--- config.mk ---
export PLATFORM = sky130hd
export DESIGN_NAME = module_keypad_scan
export DESIGN_NICKNAME = d
export VERILOG_FILES = /design/src/rtl/module_keypad_scan.sv
export SDC_FILE = /design/constraint.sdc
export NUM_CORES = 1
export LEC_CHECK = 0
export CAP_MARGIN = 15
export CORE_ASPECT_RATIO = 1.75
export CORE_MARGIN = 8
export CORE_UTILIZATION = 40
export DETAILED_ROUTE_END_ITERATION = 6
export SLEW_MARGIN = 15
export SYNTH_ARGS = -nofsm -noshare
export SYNTH_HDL_FRONTEND = slang
export SYNTH_SLANG_ARGS = --single-unit
--- constraint.sdc ---
create_clock -name clk -period 6.5 [get_ports clk]
set_input_delay 1.95 -clock clk [delete_from_list [all_inputs] [get_ports clk]]
set_output_delay 1.95 -clock clk [all_outputs]
set_load 0.01 [all_outputs]
--- src/rtl/module_keypad_scan.sv ---
// 4x4 active-low matrix keypad scanner: one row per clk_div rising edge, frame-level
// classification (none / single key / multiple keys) and debounce over DEBOUNCE_SCANS frames.
module module_keypad_scan #(
  parameter int DEBOUNCE_SCANS = 4
) (
  input  logic       clk,
  input  logic       rst,
  input  logic       clk_div,
  input  logic [3:0] col_in,
  output logic [3:0] row_out,
  output logic [3:0] key_code,
  output logic       key_valid,
  output logic       key_held
);

  typedef enum logic [1:0] {
    RES_NONE  = 2'd0,
    RES_KEY   = 2'd1,
    RES_MULTI = 2'd2
  } result_t;

  localparam logic [3:0] STABLE_MAX = 4'(DEBOUNCE_SCANS);

  function automatic logic [3:0] key_map(input logic [3:0] pos);
    case (pos)
      4'd0:    key_map = 4'h1;
      4'd1:    key_map = 4'h2;
      4'd2:    key_map = 4'h3;
      4'd3:    key_map = 4'hA;
      4'd4:    key_map = 4'h4;
      4'd5:    key_map = 4'h5;
      4'd6:    key_map = 4'h6;
      4'd7:    key_map = 4'hB;
      4'd8:    key_map = 4'h7;
      4'd9:    key_map = 4'h8;
      4'd10:   key_map = 4'h9;
      4'd11:   key_map = 4'hC;
      4'd12:   key_map = 4'hE;
      4'd13:   key_map = 4'h0;
      4'd14:   key_map = 4'hF;
      default: key_map = 4'hD;
    endcase
  endfunction

  logic       clk_div_q;
  logic [3:0] col_meta;
  logic [3:0] col_sync;
  logic [1:0] row_idx;
  logic [1:0] acc_cnt;
  logic [3:0] acc_code;
  result_t    prev_kind;
  logic [3:0] prev_code;
  logic [3:0] stable_cnt;

  logic       tick;
  logic       frame_end;
  logic [2:0] row_cnt;
  logic [1:0] row_col;
  logic [3:0] row_code;
  logic [2:0] sum;
  logic [3:0] frame_code;
  result_t    frame_kind;
  logic       same;
  logic       accept;

  assign tick      = clk_div & ~clk_div_q;
  assign frame_end = tick && (row_idx == 2'd3);
  assign row_out   = ~(4'b0001 << row_idx);

  always_ff @(posedge clk or posedge rst) begin
    if (rst) begin
      clk_div_q <= 1'b0;
      col_meta  <= 4'b1111;
      col_sync  <= 4'b1111;
    end else begin
      clk_div_q <= clk_div;
      col_meta  <= col_in;
      col_sync  <= col_meta;
    end
  end

  // The accumulator saturates at 2 pressed bits: beyond that the frame is MULTI regardless.
  always_comb begin
    row_cnt = 3'd0;
    row_col = 2'd0;
    for (int c = 0; c < 4; c++) begin
      if (!col_sync[c]) begin
        row_cnt = row_cnt + 3'd1;
        row_col = 2'(c);
      end
    end
    row_code   = key_map({row_idx, row_col});
    sum        = {1'b0, acc_cnt} + row_cnt;
    frame_code = (acc_cnt == 2'd1) ? acc_code : row_code;
    if (sum == 3'd0)      frame_kind = RES_NONE;
    else if (sum == 3'd1) frame_kind = RES_KEY;
    else                  frame_kind = RES_MULTI;
    same   = (frame_kind == prev_kind) && ((frame_kind != RES_KEY) || (frame_code == prev_code));
    accept = frame_end && same && (stable_cnt == STABLE_MAX - 4'd1);
  end

  always_ff @(posedge clk or posedge rst) begin
    if (rst) begin
      row_idx    <= 2'd0;
      acc_cnt    <= 2'd0;
      acc_code   <= 4'd0;
      prev_kind  <= RES_NONE;
      prev_code  <= 4'd0;
      stable_cnt <= 4'd0;
    end else if (tick) begin
      row_idx <= row_idx + 2'd1;
      if (frame_end) begin
        acc_cnt  <= 2'd0;
        acc_code <= 4'd0;
        if (same) begin
          if (stable_cnt != STABLE_MAX) stable_cnt <= stable_cnt + 4'd1;
        end else begin
          prev_kind  <= frame_kind;
          prev_code  <= frame_code;
          stable_cnt <= 4'd1;
        end
      end else begin
        acc_cnt  <= (sum >= 3'd2) ? 2'd2 : sum[1:0];
        acc_code <= frame_code;
      end
    end
  end

  // key_valid is a one-cycle strobe with no back-pressure; key_code is valid with it and
  // holds until the next accepted key.
  always_ff @(posedge clk or posedge rst) begin
    if (rst) begin
      key_code  <= 4'd0;
      key_valid <= 1'b0;
      key_held  <= 1'b0;
    end else begin
      key_valid <= 1'b0;
      if (accept) begin
        if (frame_kind == RES_KEY) begin
          if (!(key_held && (key_code == frame_code))) begin
            key_code  <= frame_code;
            key_held  <= 1'b1;
            key_valid <= 1'b1;
          end
        end else if (frame_kind == RES_NONE) begin
          key_held <= 1'b0;
        end
      end
    end
  end

endmodule

==> out/metrics.yaml <==
synth:
  ys_types: 53
  ys_seq_area_share_pct: 38.28
  synth_edf_count: 0
  ys_ff_latch: 33
  synth_area_sq_mm: 0.002183
  avgSynthCellArea_sq_um: 10.16
  async_flop_share_pct: 100.0
  yosysWarnings: 0
  syn-instance-count: 215
  synth_ff_type: "dfrtp_1"
  syn-num-nets: 238
setup_path:
  crit_path_top_delay_cell: "dfstp_2"
  path_cells: "inv_1 > ha_1 > xnor2_1 > xnor2_1 > ha_1 > inv_1 > fa_1 > xnor3_1 > nand3_1 > a2111oi_4 > a31oi_4 > nor4_4 > mux2_1"
  path_buf_inv: 2
  cp_max_fo: 8
  slowest_delay_ps: 560
  required_ps: 6660
  path_class: "register to register"
  cp_top_family: "XOR/XNOR gates"
  critPathArrivalTime_ps: 4230
  cp-end-kind: "register"
  regToRegSetupSlack_ps: 2430
  worstSetupStartpointType: "register"
power_and_ir_drop:
  finalPower_uw: 1058
  power_per_cell_area_mw_per_mm2: 422.1
  p_comb_share_pct: 47.9
  power_switching_uw: 440.2
  peakVddDrop_uv: 208.5
  sw_frac_of_total_pct: 41.61
  p_clk_share_pct: 18.7
  p_leak_uw: 0.001098
  seqPwrFrac_pct: 33.4
  p_int_uw: 617.6
run_status:
  status: "completed"
timing:
  holdWs_ps: 355.3
  layout_min_cycle_time_ps: 4069
  fin_crit_sh_pct: 62.60
  max_freq_mhz: 245.8
  hold_violations: 0
  worst_slew_pin_slew_ps: 664.3
  maxSlewHeadroom_pct: 55.71
  fin_tns_setup_ps: 0
  slew_viol_final: 0
  skew_ps: 9.120
  rsz0062_at_grt: "false"
  setup_viol: 0
  setup_slack_ps: 2431
placed_design:
  pre_cts_slack_ps: 2384
  portBuffers: 16
  place_congestion: 0.8225
  hpwl_microns: 3696
  dp.cells: 280
detailed_routing:
  num_vias: 1639
  drt_iter0_drc: 91
  drt_wl_total_microns: 4748
  drcViolationCount: 0
  wire_per_inst_microns: 16.49
  via_per_inst: 5.691
  antenna_left: 0
  dr.pass1.iters: 4
cells_and_area:
  diodes: 0
  mostFrequentLayoutCell: "dfrtp_1"
  drive_above_1_share_pct: 13.30
  area_delta_synth_final_pct: 14.78
  final_cell_mix: "dfrtp_1 (25), inv_1 (18), nand2_1 (17)"
  post_layout_nonfiller_instances: 288
  fin_nets: 255
clock_tree:
  h-tree-depth: 2
  clockBufferDepth: 2
  cts.repair.resized: 0
  cts_hold_buf: 0
  numCtsBuffers: 5
  cts-root-buf: "clkbuf_8"
  clkLatencyLatePin_ps: 280
  cts_sinks: 33
  path_clk_slew_ps: 60
  cts_tree: "built"
  post_cts_buffers: 0
global_routing:
  grtUsageMet1_pct: 12.69
  antenna_found_initial: 0
  grt_most_used_layer: "met2"
  use_met3_pct: 1.933
  grt_max_degree: 34
  grt_pass1_vias: 1718
  grtUsageTotal_pct: 12.67
  met2_usage_pct: 23.41
  gr-total-overflow: 0
  grt_pass1_wl_microns: 8169
die:
  core_sq_mm: 0.005255
  die_y_microns: 113.7
  die_w_microns: 71.85
  row_count: 35
  dieArea_sq_mm: 0.008172
  start_util_pct: 41.55
  num_io_pins: 17
min_path:
  min_path_type: "register to register"
job:
  drv_cap: 0
## cell families (layout without fill, tap and decap cells)
family	count (synthesis)	after routing	synth area share, %
compound gates	51	51	19.31
mux	15	15	7.507
simple gates	67	67	17.08
flops	33	33	38.28
buf+inv	25	43	4.469
xor+xnor	8	8	3.840
fa+ha+maj	16	16	9.513
## layout make-up
cell class                 count  area, sq um
timing repair buffer          17        167.7
multi-input combinational    157         1250
inverter                      18        67.56
clock buffer                   7        86.33
clock inverter                 1        30.03
fill                         537         2749
sequential                    33        835.8
tap                           55        68.82
## flip-flops by register name, summed over array words and instances, names as in the netlist
| signal | cells |
|---|---|
| key_code | 4 |
| col_sync | 4 |
| col_meta | 4 |
| stable_cnt | 4 |
| clk_div_q | 1 |
| row_idx | 2 |
| acc_code | 4 |
| prev_kind | 2 |
| prev_code | 4 |
| key_valid | 1 |
| acc_cnt | 2 |
| key_held | 1 |
## metrics by stage
| stage | cell area, sq um | util [%] |
|---|---|---|
| floorplan | 2183 | - |
| global placement | 2390 | 45.48 |
| detailed placement | 2390 | 45.48 |
| CTS | 2506 | 47.69 |
| global route | 2506 | 47.69 |
| finish | 2506 | 47.69 |
## per-layer routing
metal	vias up	wire length, microns
met2	26	2608
met3	13	106
met4	0	163
met5	-	0
li1	806	-
met1	794	1870
## power groups by stage
stage / clock network, uW / logic [uW] / registers, uW
global placement: 0 / 509 / 357
CTS: 203 / 514 / 353
finish: 197 / 507 / 353
global route: 209 / 563 / 367
floorplan: 0 / 416 / 313
detailed placement: 0 / 509 / 357
## worst register-to-register path, stage by stage (launching register included)
cell and delay, ps:
dfstp_2 560, inv_1 50, ha_1 300, xnor2_1 240, xnor2_1 160, ha_1 160
inv_1 40, fa_1 360, xnor3_1 480, nand3_1 270, a2111oi_4 370, a31oi_4 200
nor4_4 410, mux2_1 350
## final timing paths
path / from / to / cells past startpoint
worst max-delay path: col_sync[1]$_DFF_PP1_ / key_code[0]$_DFFE_PP0P_ / 13
worst min-delay path: col_meta[1]$_DFF_PP1_ / col_sync[1]$_DFF_PP1_ / 0
worst max register to register: col_sync[1]$_DFF_PP1_ / key_code[0]$_DFFE_PP0P_ / 13
worst min register to register: col_meta[1]$_DFF_PP1_ / col_sync[1]$_DFF_PP1_ / 0
max in group asynchronous: rst / col_meta[1]$_DFF_PP1_ / 3
min in group asynchronous: rst / acc_cnt[1]$_DFFE_PP0P_ / 3
## cell usage after synthesis, types with 3 or more instances
cell type	count	area, sq um
a31oi_1	4	25.02
o21ai_0	5	25.02
nor2_1	13	48.80
clkbuf_1	4	15.01
mux2_2	3	33.78
nand3b_1	3	22.52
a22o_1	6	52.55
xor2_1	3	26.28
a21oi_1	9	45.04
nor2b_1	4	25.02
a21o_1	3	22.52
ha_1	15	187.7
inv_1	18	67.56
xnor2_1	4	35.03
buf_2	3	15.01
mux2i_1	7	70.07
nand3_1	7	35.03
nand2b_1	10	62.56
dfrtp_1	25	625.6
mux2_1	4	45.04
dfstp_2	8	210.2
nand2_1	17	63.81
a211oi_1	4	30.03
Power figures use the tool's default switching activity.
